$ cat src/rtl/bmp_loader.sv
`default_nettype none
// ============================================================================
// Module      : bmp_loader
// Description : Streams a 24x64 bitmap from word memory into a packed register
//               and hands it to the downstream bitmap ALU with a write pulse.
// Revision    : 1.0 - initial release
// ============================================================================
module bmp_loader (
    input  logic          clk,
    input  logic          rst_n,
    input  logic          start,
    input  logic [15:0]   baseaddr,
    input  logic          alubusy,
    output logic          rd_en,
    output logic [15:0]   rd_addr,
    input  logic [23:0]   rd_data,
    output logic [1535:0] bmpout,
    output logic          wren,
    output logic          busy,
    output logic          done
);

    localparam logic [2:0]  c_ST_IDLE  = 3'd0;
    localparam logic [2:0]  c_ST_FETCH = 3'd1;
    localparam logic [2:0]  c_ST_LAST  = 3'd2;
    localparam logic [2:0]  c_ST_WAIT  = 3'd3;
    localparam logic [2:0]  c_ST_WRITE = 3'd4;
    localparam logic [5:0]  c_LAST_ROW = 6'd63;
    localparam logic [10:0] c_ROW_W    = 11'd24;

    logic [2:0]    r_state;
    logic [5:0]    r_row;
    logic [15:0]   r_base;
    logic          r_rd_en;
    logic [15:0]   r_rd_addr;
    logic          r_cap_vld;
    logic [5:0]    r_cap_row;
    logic [1535:0] r_bmp;
    logic          r_wren;
    logic          r_done;

    logic [5:0]    w_row_inc;
    logic [15:0]   w_next_addr;
    logic [10:0]   w_cap_lsb;

    assign w_row_inc   = r_row + 6'd1;
    assign w_next_addr = r_base + {10'd0, w_row_inc};
    assign w_cap_lsb   = {5'd0, r_cap_row} * c_ROW_W;

    always_ff @(posedge clk) begin
        if (!rst_n) begin
            r_state   <= c_ST_IDLE;
            r_row     <= 6'd0;
            r_base    <= 16'd0;
            r_rd_en   <= 1'b0;
            r_rd_addr <= 16'd0;
            r_wren    <= 1'b0;
            r_done    <= 1'b0;
        end else begin
            case (r_state)
                c_ST_IDLE: begin
                    r_wren <= 1'b0;
                    r_done <= 1'b0;
                    if (start) begin
                        r_base    <= baseaddr;
                        r_row     <= 6'd0;
                        r_rd_en   <= 1'b1;
                        r_rd_addr <= baseaddr;
                        r_state   <= c_ST_FETCH;
                    end
                end
                c_ST_FETCH: begin
                    // r_row is the row whose address is on rd_addr this cycle
                    if (r_row == c_LAST_ROW) begin
                        r_rd_en <= 1'b0;
                        r_state <= c_ST_LAST;
                    end else begin
                        r_row     <= w_row_inc;
                        r_rd_addr <= w_next_addr;
                    end
                end
                c_ST_LAST: begin
                    r_state <= c_ST_WAIT;
                end
                c_ST_WAIT: begin
                    if (!alubusy) begin
                        r_wren  <= 1'b1;
                        r_done  <= 1'b1;
                        r_state <= c_ST_WRITE;
                    end
                end
                c_ST_WRITE: begin
                    r_wren  <= 1'b0;
                    r_done  <= 1'b0;
                    r_state <= c_ST_IDLE;
                end
                default: begin
                    r_rd_en <= 1'b0;
                    r_wren  <= 1'b0;
                    r_done  <= 1'b0;
                    r_state <= c_ST_IDLE;
                end
            endcase
        end
    end

    // Read data lags its strobe by one cycle; the row tag travels alongside it
    always_ff @(posedge clk) begin
        if (!rst_n) begin
            r_cap_vld <= 1'b0;
            r_cap_row <= 6'd0;
            r_bmp     <= '0;
        end else begin
            r_cap_vld <= r_rd_en;
            r_cap_row <= r_row;
            if (r_cap_vld) begin
                r_bmp[w_cap_lsb +: 24] <= rd_data;
            end
        end
    end

    assign rd_en   = r_rd_en;
    assign rd_addr = r_rd_addr;
    assign bmpout  = r_bmp;
    assign wren    = r_wren;
    assign done    = r_done;
    assign busy    = (r_state != c_ST_IDLE);

endmodule
`default_nettype wire

$ cat config.mk
export PLATFORM = sky130hd
export DESIGN_NAME = bmp_loader
export DESIGN_NICKNAME = d
export VERILOG_FILES = /design/src/rtl/bmp_loader.sv
export SDC_FILE = /design/constraint.sdc
export NUM_CORES = 2
export LEC_CHECK = 0
export CORE_AREA = 5 5 620 622
export DETAILED_ROUTE_END_ITERATION = 16
export DIE_AREA = 0 0 625 627
export SYNTH_ARGS = -nofsm -noshare
export SYNTH_HDL_FRONTEND = slang
export SYNTH_SLANG_ARGS = --single-unit
export TNS_END_PERCENT = 30
$ cat constraint.sdc
create_clock -name clk -period 4.7 [get_ports clk]
set_clock_uncertainty 0.1 [all_clocks]
set_input_delay 0.47 -clock clk [delete_from_list [all_inputs] [get_ports clk]]
set_output_delay 0.47 -clock clk [all_outputs]
set_load 0.005 [all_outputs]
; Yosys cells after proc, flatten, opt, wreduce, memory -nomap -nowiden
; Cells that the tools add are included.
[word_totals]
register_bits = 1586
input_bits = 44
out_inout_bits = 1556
elab_cells = 52
[op_classes]
add_sub_neg = 3
mul = 1
eq_ne = 9
shifts = 2
mux = 16
bitwise_logic = 2
n_reduce_logical = 10
[ops]
columns = op, n
row1 = $bwmux W1536, 1
row2 = $shift A24 B13 Y1536 const A, 1
row3 = $shiftx A24 B13 Y1536, 1
row4 = $mux W16, 2
row5 = $pmux W16 S2, 1
row6 = $add A16 B6 Y16, 1
row7 = $neg A11 Y13, 1
row8 = $mux W6, 2
row9 = $pmux W3 S4, 1
row10 = $pmux W6 S2, 1
row11 = $mux W3, 3
row12 = $reduce_and A3 Y1, 3
row13 = $mul A6 B2 Y8 const B, 1
row14 = $ne A2 B2 Y1 const B, 4
row15 = $add A6 B1 Y6 const B, 1
row16 = $eq A3 B2 Y1 const B, 2
row17 = $eq A6 B6 Y1 const B, 1
row18 = $reduce_and A2 Y1, 2
row19 = $eq A3 B1 Y1 const B, 1
row20 = $eq A3 B3 Y1 const B, 1
row21 = $logic_not A3 Y1, 1
row22 = $mux W1, 3
row23 = $pmux W1 S3, 1
row24 = $reduce_bool A3 Y1, 1
row25 = 5 further kinds, 6

; Logic depth before layout (Yosys ltp)
[depth]
ltp_word = 4
depth_mapped = 16

; Least setup slack after synthesis
; Ideal clock, no wire load.
[synth_timing]
path_kind = register to register
start = reg r_cap_row[0]
end = reg r_bmp[1524] (netlist: bmpout[1524])
setup_ns = 0.131
t_arrival_ns = 3.571
required_ns = 4.469
setup_slack_ns = 0.898
stages_incl_launch_ff = 16
n_path_buf = 5
period_less_slack_ns = 3.802
path_cell_list = dfxtp_1 -> buf_2 -> inv_2 -> clkbuf_1 -> ha_1 -> buf_2 -> nor3_2 -> nand2_1 -> a2111oi_4 -> nand4_1 -> a2111oi_2 -> buf_4 -> nand2_1 -> clkbuf_1 -> nand3_1 -> o21ai_0
[synth_via]
elab_chain_cells = 4
word_cells_on_any_way = 5
classes_between = add/sub: 1 / mul: 1 / shift: 2 / mux: 1
[synth_lines]
columns = item, line_no
row1 = "start, declared", 37  ; logic [5:0] r_cap_row;
row2 = "start signal, assigned", 115  ; r_cap_row <= r_row;
row3 = $mul A6 B2 Y8 (*), 48  ; assign w_cap_lsb = {5'd0, r_cap_row} * c_ROW_W;
row4 = $neg A11 Y13 (*), 117  ; r_bmp[w_cap_lsb +: 24] <= rd_data;
row5 = $shiftx A24 B13 Y1536 or $shift A24 B13 Y1536 (tied branches), 117
row6 = $bwmux W1536 (*), 117
row7 = "end signal, assigned by index", 117
row8 = "end, declared", 38  ; logic [1535:0] r_bmp;
; Mark *: on every way between the ends. The rest lies on a longest branch, timed or not.
; A chain may end at the register's enable or synchronous reset.

; Worst setup path in the final report
[layout_timing]
start = reg r_cap_row[1]
end = reg r_bmp[808] (netlist: bmpout[808])
; Same word-level chain as after synthesis.

==> qor.yml <==
placed_design:
  hpwl_mm: 369
  pre_cts_ws_ns: -0.106
  dp.cells: 13200
  gp_congestion: 0.925
  port_buffers: 1599
drt:
  vias: 59800
  dr.pass1.iters: 7
  avgViaCountPerCell: 4.39
  drtAntennaViolNets: 0
  avgRoutedWirePerCell_um: 33.5
  drcViolationCount: 0
  routed_wl_mm: 456
  drt_iter0_drc: 5847
synthesis:
  synth-async-reset-ratio_pct: 0
  synth.most_common_cell: "dfxtp_1"
  synth_edf_count: 0
  synth_common_cells: "1586 x dfxtp_1, 1037 x nand3_1, 857 x nand2_1"
  ys_seq_area_share_pct: 54.0
  yosysUniqueCellTypes: 89
  ys_ff_latch: 1586
  yosysWarnings: 0
  ys.flop_type: "dfxtp_1"
  synth_fp_nets: 6746
  synthTopCellsByArea: "dfxtp_1 54%, nand3_1 8.8%, o21ai_0 6.7%, nand2_1 5.5%, mux2i_1 2.8%"
  netlist.area_leader.share_pct: 54.0
  syn_inst: 6683
  syn_area_um2: 58800
  avgSynthCellArea_um2: 8.80
  yosys.area.top_type: "dfxtp_1"
floorplan:
  initial_core_util_pct: 15.6
  dieArea_um2: 392000
  core_area_um2: 378000
  io_pins: 1600
  fp.dieH_um: 627
  rows: 226
  die_w_um: 625
pwr:
  pwr_density_cell_nw_per_um2: 343
  p_seq_share_pct: 43.7
  p_sw_share_pct: 26.2
  ir_drop_mv: 0.317
  static-leakage-power_uw: 0.0300
  pwr-share-clk_pct: 50.1
  pwr-share-comb_pct: 6.3
  switchingPower_uw: 8130
  p_int_uw: 22900
worst_setup_path:
  r2r_cells: 15
  critPathBufInv: 5
  crit_fanout: 19
  crit_type: "flop to flop"
  startpoint_type: "flop"
  critPathMaxStageDelay_ns: 0.46
  cp_cell_sequence: "ha_1 > fa_2 > xor2_2 > buf_4 > nor3_4 > o2111ai_4 > buf_4 > xnor2_4 > buf_4 > nor4_4 > buf_12 > nand2_1 > buf_4 > nand3_1 > o21ai_0"
  cpMostUsedCell: "buf_4"
  slowest_stage: "nor4_4"
  critPathCaptureType: "flop"
  cp_top_family: "buffers and inverters"
  cp_data_arrival_time_ns: 5.14
  path_depth: 15
  critical_path_required_ns: 5.32
global_routing:
  grt_pass1_vias: 55600
  grt_antenna_before_repair: 62
  grt_max_degree: 161
  track_usage_pct: 22.1
  grt_pass1_wl_mm: 577
  grt_overflow: 0
sta:
  layout_setup_ws_ns: 0.179
  finalSetupViolations: 0
  finalHoldViolations: 0
  period_needed_ns: 4.52
  slew_violations: 0
  max_clock_freq_ghz: 0.221
  worst_pin_slew_ns: 1.32
  fin_crit_sh_pct: 96.2
  rsz0062_at_grt: "yes"
  slew_headroom_pct: 10.3
  fin_tns_setup_ns: 0
  holdWs_ns: 0.0779
hold_path:
  worstHoldPathCells: 3
  hp-class: "input pin to flop"
clock_network:
  cts_buffers: 190
  cts.sinks: 1586
  cts_root_buf: "clkbuf_16"
  h-tree-depth: 4
  cts_tree: "built"
  clkTransAtPathRegs_ns: 0.06
  cts.path.max_buffers: 4
  clk_latency_ns: 0.90
final_layout:
  stdcell_count: 13600
  drive_gt1_share_pct: 11.8
  area_delta_synth_final_pct: 53.8
  n_fill_cell: 41100
  multi_input_area_um2: 25800
  layout.nets: 8476
  seqCellArea_um2: 31800
  final_util_pct: 23.9
status:
  status: "finished, final reports clean"
job:
  drv_cap: 0
## cell type report
type	count	share of cell area [%]
Clock buffer	261	6.08
Timing Repair Buffer	2047	21.9
Inverter	55	0.237
Antenna cell	31	0.0858
Sequential cell	1586	35.1
Clock inverter	83	1.10
Multi-Input combinational cell	4533	28.5
Tap cell	5016	6.94
## path summary, 6_finish.rpt
| check | end | slack, ns | startpoint |
|---|---|---|---|
| setup / recovery | bmpout[808]$_SDFFE_PN0P_ | 0.18 | r_cap_row[1]$_SDFF_PN0_ |
| setup reg to reg | bmpout[808]$_SDFFE_PN0P_ | 0.18 | r_cap_row[1]$_SDFF_PN0_ |
| hold reg to reg | bmpout[1115]$_SDFFE_PN0P_ | 0.35 | bmpout[1115]$_SDFFE_PN0P_ |
| hold / removal | r_base[2]$_SDFFE_PN0P_ | 0.08 | baseaddr[2] |
## worst register-to-register path: stages (launching register included)
cell,delay [ns]
dfxtp_1,0.37
ha_1,0.26
fa_2,0.45
xor2_2,0.22
buf_4,0.20
nor3_4,0.29
o2111ai_4,0.18
buf_4,0.22
xnor2_4,0.27
buf_4,0.25
nor4_4,0.46
buf_12,0.28
nand2_1,0.31
buf_4,0.27
nand3_1,0.12
o21ai_0,0.09
## logic make-up after synthesis
group | share of synthesized area, %
AOI/OAI and AO/OA | 18.2
xor gates and xnor gates | 0.666
adders and majority gates | 0.430
buffers and inverters | 3.84
DFF | 54.0
muxes | 2.86
and+or+nand+nor | 19.9
## power groups by stage
stage | Sequential [µW] | Combinational (µW) | Clock (µW)
final | 13500 | 1940 | 15500
after global routing | 13500 | 2010 | 16400
after CTS | 13500 | 1940 | 15900
after detailed placement | 13800 | 1930 | 0
after global placement | 13800 | 1930 | 0
after floorplan | 13800 | 750 | 0
## per-stage QoR
step / power (µW) / instance area, µm²
detailed placement: 15800 / 83400
global route: 31900 / 90400
CTS: 31300 / 90000
global placement: 15800 / 83400
finish: 31000 / 90400
floorplan: 14600 / 58800
## cell usage in the layout (no fill, tap or decap), drive strengths merged, types with 14 or more instances in the layout
cell type | synthesis | routed
a211oi | 85 | 85
a21o | 15 | 15
a21oi | 278 | 278
a22o | 82 | 82
a22oi | 74 | 74
a31oi | 14 | 14
and2 | 21 | 21
and3 | 16 | 16
buf | 123 | 446
clkbuf | 386 | 261
clkdlybuf4s50 | 0 | 1598
clkinv | 1 | 47
dfxtp | 1586 | 1586
diode | 0 | 31
ha | 17 | 17
inv | 54 | 68
mux2i | 167 | 167
nand2 | 861 | 861
nand2b | 22 | 22
nand3 | 1042 | 1042
nand4 | 25 | 25
nor2 | 438 | 438
nor3 | 77 | 77
o211a | 21 | 21
o21ai | 863 | 863
o22ai | 42 | 42
o2bb2ai | 65 | 65
o31ai | 138 | 138
or3 | 17 | 17
xnor2 | 26 | 26
## routing by layer
metal  GRT usage (%)  wire length [µm]  vias up
met5               0               181        -
li1                -                 -    27300
met2            36.7            212000     2743
met3            5.76             34400      617
met4            10.2             25900       28
met1            26.6            183000    29100
## what timing repair did
| action | 4_1_cts | 5_1_grt |
|---|---|---|
| endpoints found under the hold margin | 3 | 0 |
| gates resized for setup | 11 | 51 |
| cloned | 0 | 0 |
| setup endpoints to repair | 95 | 586 |
| hold buffers | 3 | 0 |
| pin swaps | 1 | 5 |
| setup buffers | 2 | 13 |
## sequential cells by signal (all words and copies together) (netlist names)
signal     count
r_state        3
bmpout      1536
rd_addr       16
r_cap_vld      1
r_row          6
r_cap_row      6
r_base        16
done           1
rd_en          1
Power figures use the tool's default switching activity.
